## config.mk

```make
export PLATFORM = sky130hd
export DESIGN_NAME = parking_sensor_spi
export DESIGN_NICKNAME = d
export VERILOG_FILES = /design/src/rtl/parking_pkg.sv /design/src/rtl/spi_rx_frame.sv /design/src/rtl/parking_sensor_spi.sv
export SDC_FILE = /design/constraint.sdc
export NUM_CORES = 1
export LEC_CHECK = 0
export ABC_AREA = 1
export ABC_CLOCK_PERIOD_IN_PS = 1600
export CAP_MARGIN = 20
export CORE_UTILIZATION = 45
export CTS_CLUSTER_SIZE = 12
export DETAILED_ROUTE_END_ITERATION = 7
export PLACE_DENSITY = 0.75
export SKIP_CTS_REPAIR_TIMING = 1
export SLEW_MARGIN = 0
export SYNTH_ARGS = -nofsm -noshare
export SYNTH_HDL_FRONTEND = slang
export SYNTH_SLANG_ARGS = --single-unit
```

## constraint.sdc

```tcl
create_clock -name clk -period 1.6 [get_ports clk]
set_input_delay 0.24 -clock clk [delete_from_list [all_inputs] [get_ports clk]]
set_output_delay 0.24 -clock clk [all_outputs]
set_load 0.02 [all_outputs]
```

## src/rtl/parking_pkg.sv

```systemverilog
// -----------------------------------------------------------------------------
// parking_pkg
// Shared definitions for the parking sensor front end.
//   - frame_state_t : SPI frame engine state encoding
//   - range_class_t : near / mid / far classification of a range sample
//   - FRAME_BITS, SAMPLE_W : SPI frame length and useful sample width
//   - DEF_THRESH_NEAR / DEF_THRESH_FAR : default hysteresis thresholds
//   - classify() : maps a sample onto near / mid / far
// -----------------------------------------------------------------------------
package parking_pkg;

   localparam int FRAME_BITS = 16;
   localparam int SAMPLE_W   = 12;

   localparam logic [SAMPLE_W-1:0] DEF_THRESH_NEAR = 12'h200;
   localparam logic [SAMPLE_W-1:0] DEF_THRESH_FAR  = 12'h300;

   typedef enum logic [2:0] {
      ST_IDLE,
      ST_SETUP,
      ST_SHIFT,
      ST_HOLD,
      ST_DONE
   } frame_state_t;

   typedef enum logic [1:0] {
      CLS_NEAR,
      CLS_MID,
      CLS_FAR
   } range_class_t;

   // Values sitting exactly on a threshold belong to that threshold's class.
   function automatic range_class_t classify(input logic [SAMPLE_W-1:0] s,
                                             input logic [SAMPLE_W-1:0] near_th,
                                             input logic [SAMPLE_W-1:0] far_th);
      range_class_t c;
      if (s <= near_th)
         c = CLS_NEAR;
      else if (s >= far_th)
         c = CLS_FAR;
      else
         c = CLS_MID;
      return c;
   endfunction

endpackage

```

## src/rtl/spi_rx_frame.sv

```systemverilog
// -----------------------------------------------------------------------------
// spi_rx_frame
// Receive-only SPI master engine (CPOL=1). On start (accepted only when idle)
// it drops ss, waits SCLK_DIV cycles, clocks FRAME_BITS bits MSB first with
// SCLK_DIV-cycle low/high phases, holds ss low with sclk high for SCLK_DIV
// cycles, then raises ss and pulses done for one cycle with the frame on data.
// ss stays low for exactly (2*FRAME_BITS+2)*SCLK_DIV cycles.
//
// Ports:
//   clk, rst_n : clock, asynchronous active-low reset
//   start      : frame request, ignored while busy
//   miso       : serial data from the slave
//   ss, sclk   : chip select (active low) and SPI clock, both registered
//   busy       : engine is not idle
//   done       : one-cycle pulse, data valid and updated in the same cycle
//   data       : last completed frame
// -----------------------------------------------------------------------------
module spi_rx_frame
   import parking_pkg::*;
#(
   parameter int SCLK_DIV = 50
) (
   input  logic                  clk,
   input  logic                  rst_n,
   input  logic                  start,
   input  logic                  miso,
   output logic                  ss,
   output logic                  sclk,
   output logic                  busy,
   output logic                  done,
   output logic [FRAME_BITS-1:0] data
);

   localparam int               DIV_W    = (SCLK_DIV > 1) ? $clog2(SCLK_DIV) : 1;
   localparam logic [DIV_W-1:0] DIV_LAST = DIV_W'(SCLK_DIV - 1);
   localparam int               BIT_W    = $clog2(FRAME_BITS);
   localparam logic [BIT_W-1:0] BIT_LAST = BIT_W'(FRAME_BITS - 1);

   frame_state_t          st;
   logic [DIV_W-1:0]      div_cnt;
   logic [BIT_W-1:0]      bit_cnt;
   logic [FRAME_BITS-1:0] shift_reg;
   logic                  rise_now;

   // Cycle on which sclk is about to rise: MISO is captured here.
   assign rise_now = (st == ST_SHIFT) && (div_cnt == DIV_LAST) && !sclk;
   assign busy     = (st != ST_IDLE);

   always_ff @(posedge clk or negedge rst_n) begin
      if (!rst_n) begin
         st      <= ST_IDLE;
         ss      <= 1'b1;
         sclk    <= 1'b1;
         done    <= 1'b0;
         div_cnt <= '0;
         bit_cnt <= '0;
         data    <= '0;
      end else begin
         done <= 1'b0;
         case (st)
            ST_IDLE: begin
               if (start) begin
                  st      <= ST_SETUP;
                  ss      <= 1'b0;
                  div_cnt <= '0;
               end
            end
            ST_SETUP: begin
               if (div_cnt == DIV_LAST) begin
                  div_cnt <= '0;
                  bit_cnt <= '0;
                  sclk    <= 1'b0;
                  st      <= ST_SHIFT;
               end else begin
                  div_cnt <= div_cnt + 1'b1;
               end
            end
            ST_SHIFT: begin
               if (div_cnt == DIV_LAST) begin
                  div_cnt <= '0;
                  if (!sclk) begin
                     sclk <= 1'b1;
                  end else if (bit_cnt == BIT_LAST) begin
                     // last high phase complete; sclk stays high into HOLD
                     st <= ST_HOLD;
                  end else begin
                     sclk    <= 1'b0;
                     bit_cnt <= bit_cnt + 1'b1;
                  end
               end else begin
                  div_cnt <= div_cnt + 1'b1;
               end
            end
            ST_HOLD: begin
               if (div_cnt == DIV_LAST) begin
                  div_cnt <= '0;
                  ss      <= 1'b1;
                  done    <= 1'b1;
                  data    <= shift_reg;
                  st      <= ST_DONE;
               end else begin
                  div_cnt <= div_cnt + 1'b1;
               end
            end
            ST_DONE: begin
               st <= ST_IDLE;
            end
            default: begin
               st   <= ST_IDLE;
               ss   <= 1'b1;
               sclk <= 1'b1;
            end
         endcase
      end
   end

   // Shift register carries data only; it is fully rewritten every frame.
   always_ff @(posedge clk) begin
      if (rise_now)
         shift_reg <= {shift_reg[FRAME_BITS-2:0], miso};
   end

endmodule

```

## src/rtl/parking_sensor_spi.sv

```systemverilog
// -----------------------------------------------------------------------------
// parking_sensor_spi
// Polls a 12-bit range ADC over SPI every SAMPLE_CYCLES clocks and produces a
// debounced vehicle-present level with near/far hysteresis.
//
// Ports:
//   clk, rst_n   : 100 MHz clock, asynchronous active-low reset
//   MISO         : ADC serial data
//   SS, SCLK     : SPI chip select (active low) and clock (idle high)
//   MOSI         : constant 0, the ADC needs no command
//   parked       : debounced vehicle-present level
//   sample       : last completed 12-bit reading
//   sample_valid : one-cycle pulse when sample updates
// -----------------------------------------------------------------------------
module parking_sensor_spi
   import parking_pkg::*;
#(
   parameter int                  SCLK_DIV      = 50,
   parameter int                  SAMPLE_CYCLES = 1000000,
   parameter logic [SAMPLE_W-1:0] THRESH_NEAR   = DEF_THRESH_NEAR,
   parameter logic [SAMPLE_W-1:0] THRESH_FAR    = DEF_THRESH_FAR,
   parameter int                  DEBOUNCE_N    = 4
) (
   input  logic                clk,
   input  logic                rst_n,
   input  logic                MISO,
   output logic                SS,
   output logic                SCLK,
   output logic                MOSI,
   output logic                parked,
   output logic [SAMPLE_W-1:0] sample,
   output logic                sample_valid
);

   localparam int               TMR_W    = $clog2(SAMPLE_CYCLES);
   localparam logic [TMR_W-1:0] TMR_LAST = TMR_W'(SAMPLE_CYCLES - 1);
   localparam int               DEB_W    = $clog2(DEBOUNCE_N + 1);
   localparam logic [DEB_W-1:0] DEB_LAST = DEB_W'(DEBOUNCE_N - 1);

   logic [TMR_W-1:0]      tmr;
   logic                  frame_start;
   logic                  frame_busy;
   logic                  frame_done;
   logic [FRAME_BITS-1:0] frame_data;
   logic                  unused_hi;
   logic [DEB_W-1:0]      deb_cnt;
   range_class_t          cls;
   logic                  qualifies;

   assign MOSI = 1'b0;

   // Sample timer: strobe on the wrap, first one SAMPLE_CYCLES after reset.
   always_ff @(posedge clk or negedge rst_n) begin
      if (!rst_n)
         tmr <= '0;
      else if (tmr == TMR_LAST)
         tmr <= '0;
      else
         tmr <= tmr + 1'b1;
   end

   // A strobe landing while a frame is still in flight is dropped.
   assign frame_start = (tmr == TMR_LAST) && !frame_busy;

   spi_rx_frame #(
      .SCLK_DIV (SCLK_DIV)
   ) u_rx (
      .clk   (clk),
      .rst_n (rst_n),
      .start (frame_start),
      .miso  (MISO),
      .ss    (SS),
      .sclk  (SCLK),
      .busy  (frame_busy),
      .done  (frame_done),
      .data  (frame_data)
   );

   // Upper frame bits are ADC padding.
   assign unused_hi    = ^frame_data[FRAME_BITS-1:SAMPLE_W];
   assign sample       = frame_data[SAMPLE_W-1:0];
   assign sample_valid = frame_done;

   // A sample "qualifies" when it argues for leaving the current state:
   // near while not parked, far while parked. Anything else restarts the run.
   always_comb begin
      cls       = classify(sample, THRESH_NEAR, THRESH_FAR);
      qualifies = parked ? (cls == CLS_FAR) : (cls == CLS_NEAR);
   end

   always_ff @(posedge clk or negedge rst_n) begin
      if (!rst_n) begin
         parked  <= 1'b0;
         deb_cnt <= '0;
      end else if (sample_valid) begin
         if (!qualifies) begin
            deb_cnt <= '0;
         end else if (deb_cnt == DEB_LAST) begin
            parked  <= ~parked;
            deb_cnt <= '0;
         end else begin
            deb_cnt <= deb_cnt + 1'b1;
         end
      end
   end

endmodule

```

==> flow_summary.toml, run 1 <==
[status]
outcome = "finished clean"

[grt]
antenna_found_initial = 0
grt_overflow = 0
first_global_vias = 2365
grt_use_total_pct = 18.6
grt_pass1_wl_mm = 10.4
grt_start_max_net_pins = 53

[layout]
finish.instance_area_sq_um = 3790
largest_register_ffs = 20
drive_gt1_share_pct = 17.6
fillers = 538
syn_to_final_growth_pct = 22.8
layout_common_cells = "94 x nand2_1, 50 x dfrtp_1, 44 x nor2_1"
nets = 406
layout_commonest_cell = "nand2_1"
finalNonFillerCells = 480
antenna_cells = 0

[timing]
final_max_slew_viol_count = 0
fmax_ghz = 0.653
finalClockSkew_ps = 7.00
hold_viol = 0
fin_crit_ps = 1530
rsz0062_at_grt = "true"
setup_viol = 0
min_period_over_period_pct = 95.6

[floorplan]
chipWidth_um = 84.9
die-area_sq_um = 7200
initial_core_util_pct = 47.6
num_io_pins = 20
die_height_um = 84.9
row_count = 29
core_sq_um = 6490

[critical_path]
reg2reg_setup_slack_ps = 110
critPathLaunch = "u_rx.data[10]"
crit_type = "reg2out"
r2r_end = "u_rx.shift_reg[10]"
reg2regPathDepth = 6
end_kind = "primary output"
cp_cell_sequence = "clkdlybuf4s50_1"
crit_fanout = 2
cp_top_family = "buffers and inverters"
cp.arrival_ps = 1290
crit_required_ps = 1360
crit_end = "sample[10]"
slowest_delay_ps = 600
start_kind = "flip-flop"
slowest_stage = "clkdlybuf4s50_1"
critPathBufInv = 1
cp.depth = 1
reg2reg_from = "u_rx.st[2]"

[drt]
drt_pre_antenna_iters = 7
routedWlPerCell_um = 12.2
via_per_inst = 5.01
dr_total_vias = 2406
drt_iter0_drc = 124
antenna_left = 0
wirelength_mm = 5.87
drcViolationCount = 0

[power]
pwr_density_cell_nw_per_um2 = 816
p_leak_uw = 0.00199
peakVddDrop_mv = 0.621

[clock_tree]
clkTransAtPathRegs_ps = 70
clockRootBuffer = "clkbuf_8"
cts_buffer_depth = 2
numCtsBuffers = 9
htree_levels = 3
clock_latency_ps = 340
cts_tree = "built"
cts.sinks = 64

[synthesis]
ys_ff_latch = 64
yosys.area.top_type = "dfrtp_1"
syn_inst = 356
synth.net_count = 364
seq_area_frac_synth_pct = 53.8
yosys_warnings = 0
netlist_area_sq_um = 3090
avgSynthCellArea_sq_um = 8.68
yosysTopAreaCellShare_pct = 40.5
synth.distinct_cells = 32
synth_area_leaders = "dfrtp_1 40%, edfxtp_1 12%, nand2_1 12%"

[flow_run]
timing.max_cap.violations = 0

[placed_design]
io_buffer_count = 18
dpl.cell_count = 457
place.gp.congestion = 0.808
dp.final_hpwl_mm = 4.24
dpl-instance-area_sq_um = 3450

[hold_path]
min_path_type = "in2async"
## kinds of logic after synthesis
| logic type | synth area share, % |
|---|---|
| DFF | 53.8 |
| AOI/OAI and AO/OA | 3.72 |
| and+or+nand+nor | 30.4 |
| other | 0.121 |
| adders and majority gates | 2.02 |
| xor gates and xnor gates | 4.25 |
| buffers and inverters | 5.67 |
## routing by layer
| layer | part of all wire (%) | up-vias | track usage [%] |
|---|---|---|---|
| met5 | 0 | - | 0 |
| met4 | 1.6 | 0 | 9.71 |
| met3 | 4.3 | 8 | 3.79 |
| met2 | 48 | 38 | 30.7 |
| met1 | 46 | 1140 | 23.4 |
| li1 | - | 1220 | - |
## synth_stat cells
library cell   n
a21oi_1        5
a31o_2         1
a31oi_1        1
and3_2         1
buf_2          2
buf_4          1
buf_6          1
conb_1         1
dfrtp_1       50
dfstp_2        2
edfxtp_1      12
ha_1           5
inv_1         34
inv_2          5
nand2_1       96
nand2_2        5
nand3_1       24
nand3_2        1
nand3b_1       1
nand4_1       10
nand4_2        1
nand4_4        1
nor2_1        48
nor2_2         5
nor2_4         4
nor3_1         6
o21ai_0       13
o21ai_1        2
or2_1          1
or2_2          2
xnor2_1        5
xor2_1        10
## area by class of cell
type | instances | area [sq um] | area share [%]
clock buffers | 10 | 138 | 3.63
clock inverters | 6 | 66.3 | 1.75
inverters | 39 | 146 | 3.86
multi-input cells | 249 | 1310 | 34.4
flip-flops and latches | 64 | 1660 | 43.9
well taps | 77 | 96.3 | 2.54
repair buffers | 35 | 378 | 9.96
## worst min path at each step
stage | slack (ps) | end
CTS | -120 | u_rx.div_cnt[3]
detailed placement | 260 | u_rx.bit_cnt[2]
global placement | 260 | u_rx.bit_cnt[2]
floorplan | -60 | deb_cnt[0]
global route | 450 | u_rx.div_cnt[3]
finish | 420 | u_rx.bit_cnt[2]
## through the flow
step	total power [uW]	utilization [%]	hold WS, ps	TNS, ps	setup WS, ps
5_1_grt	3220	58.4	449	-36.4	-18.0
2_1_floorplan	1690	-	-55.6	0	51.2
6_report	3090	58.4	419	0	69.7
4_1_cts	3130	56.2	-122	-373	-133
3_3_place_gp	1730	53.1	259	0	77.9
3_5_place_dp	1730	53.1	257	0	61.7
## power breakdown
part           leakage (uW)  switching (uW)  total [uW]  internal (uW)
Combinational       0.00108            27.9        37.6           9.74
Sequential         0.000813               0        1650           1650
Clock             0.0000949             639        1400            763
No activity file was read; power rests on OpenSTA's default activity.
==> run 2: changes to the inputs <==
- RECOVER_POWER: not set -> 25
==> flow_summary.toml, run 2 (same netlist as run 1, synthesis figures left out) <==
[critical_path]
cp.arrival_ps = 1290
cp_top_family = "buffers and inverters"
critPathBufInv = 1
reg2reg_from = "u_rx.st[2]"
crit_type = "reg2out"
crit_fanout = 2
slowest_stage = "clkdlybuf4s50_1"
start_kind = "flip-flop"
reg2regPathDepth = 6
end_kind = "primary output"
crit_required_ps = 1360
slowest_delay_ps = 600
cp_cell_sequence = "clkdlybuf4s50_1"
r2r_end = "u_rx.shift_reg[10]"
reg2reg_setup_slack_ps = 110

[status]
outcome = "finished clean"

[power]
p_total_uw = 3090
p_leak_uw = 0.00198
peakVddDrop_mv = 0.621
pwr_density_cell_nw_per_um2 = 817

[floorplan]
initial_core_util_pct = 47.6
row_count = 29
chipWidth_um = 84.9
num_io_pins = 20
die-area_sq_um = 7200
die_height_um = 84.9
core_sq_um = 6490

[timing]
min_period_over_period_pct = 95.6
fin_crit_ps = 1530
rsz0062_at_grt = "true"
slew-limit-headroom_pct = 52.9
final_max_slew_viol_count = 0
setup_viol = 0
tightest_slew_ps = 706
holdWs_ps = 454
finalClockSkew_ps = 7.00
hold_viol = 0
fmax_ghz = 0.653

[hold_path]
min_path_type = "reg2reg"
hold_end = "u_rx.shift_reg[5]"
min_path_cells = 0
hold_start = "u_rx.shift_reg[4]"

[drt]
drt_iter0_drc = 124
dr_total_vias = 2406
drt_pre_antenna_iters = 7
routedWlPerCell_um = 12.2
via_per_inst = 5.01
drcViolationCount = 0
antenna_left = 0
wirelength_mm = 5.87

[flow_run]
timing.max_cap.violations = 0

[clock_tree]
cts_buffer_depth = 2
numCtsBuffers = 9
htree_levels = 3
cts.sinks = 64
clkTransAtPathRegs_ps = 70
cts_tree = "built"
clock_latency_ps = 340
clockRootBuffer = "clkbuf_8"

[placed_design]
dp.final_hpwl_mm = 4.24
io_buffer_count = 18
place.gp.congestion = 0.808

[layout]
layout_common_cells = "94 x nand2_1, 50 x dfrtp_1, 44 x nor2_1"
nets = 406
antenna_cells = 0
largest_register_ffs = 20
layout_commonest_cell = "nand2_1"
drive_gt1_share_pct = 17.6
syn_to_final_growth_pct = 22.3

[grt]
grt_use_total_pct = 18.6
grt_overflow = 0
first_global_vias = 2365
grt_pass1_wl_mm = 10.4
antenna_found_initial = 0
grt_start_max_net_pins = 53
run 2: changes by cell type in the layout (fill, tap and decap cells not counted), sizes merged:
cell           change
dlygate4sd3        +1
buf                -1
clkdlybuf4s50      -1
clkbuf             +1
run 2: how the worst max path moves through the flow:
| stage | slack (ps) | end | from | cells past startpoint |
|---|---|---|---|---|
| after floorplan | 50 | u_rx.shift_reg[0] | u_rx.div_cnt[1] | 4 |
| after global placement | 80 | tmr[0] | tmr[0] | 9 |
| after detailed placement | 60 | u_rx.bit_cnt[2] | u_rx.div_cnt[1] | 9 |
| after CTS | -130 | SS | u_rx.ss | 1 |
| after global routing | -20 | u_rx.bit_cnt[2] | u_rx.div_cnt[1] | 9 |
| final | 70 | sample[10] | u_rx.data[10] | 1 |
run 2: metrics by stage:
stage / cell area (sq um) / setup TNS [ps] / instances / utilization (%) / worst slack (ps)
2_1_floorplan: 3090 / 0 / 356 / - / 51.2
3_3_place_gp: 3450 / 0 / 457 / 53.1 / 77.9
3_5_place_dp: 3450 / 0 / 457 / 53.1 / 61.7
4_1_cts: 3650 / -373 / 473 / 56.2 / -133
5_1_grt: 3780 / -36.4 / 480 / 58.2 / -18.0
6_report: 3780 / 0 / 480 / 58.2 / 69.7
run 2: layout make-up:
cell class                      count  area, sq um
Clock inverter                      6         66.3
Fill cell                         540         2710
Timing Repair Buffer               35          365
Sequential cell                    64         1660
Multi-Input combinational cell    249         1310
Tap cell                           77         96.3
Clock buffer                       10          138
Inverter                           39          146
run 2: power by group:
part | internal (uW) | switching (uW) | total [uW]
registers | 1650 | 0 | 1650
clock network | 763 | 639 | 1400
logic | 5.45 | 27.2 | 32.6
run 2: per-layer routing:
metal	part of all wire (%)	wire length [um]	global-route usage [%]	vias to the layer above
met5	0	0	0	-
met4	1.6	94	9.71	0
met3	4.3	255	3.79	8
met2	48	2830	30.7	38
met1	46	2680	23.4	1140
li1	-	-	-	1220
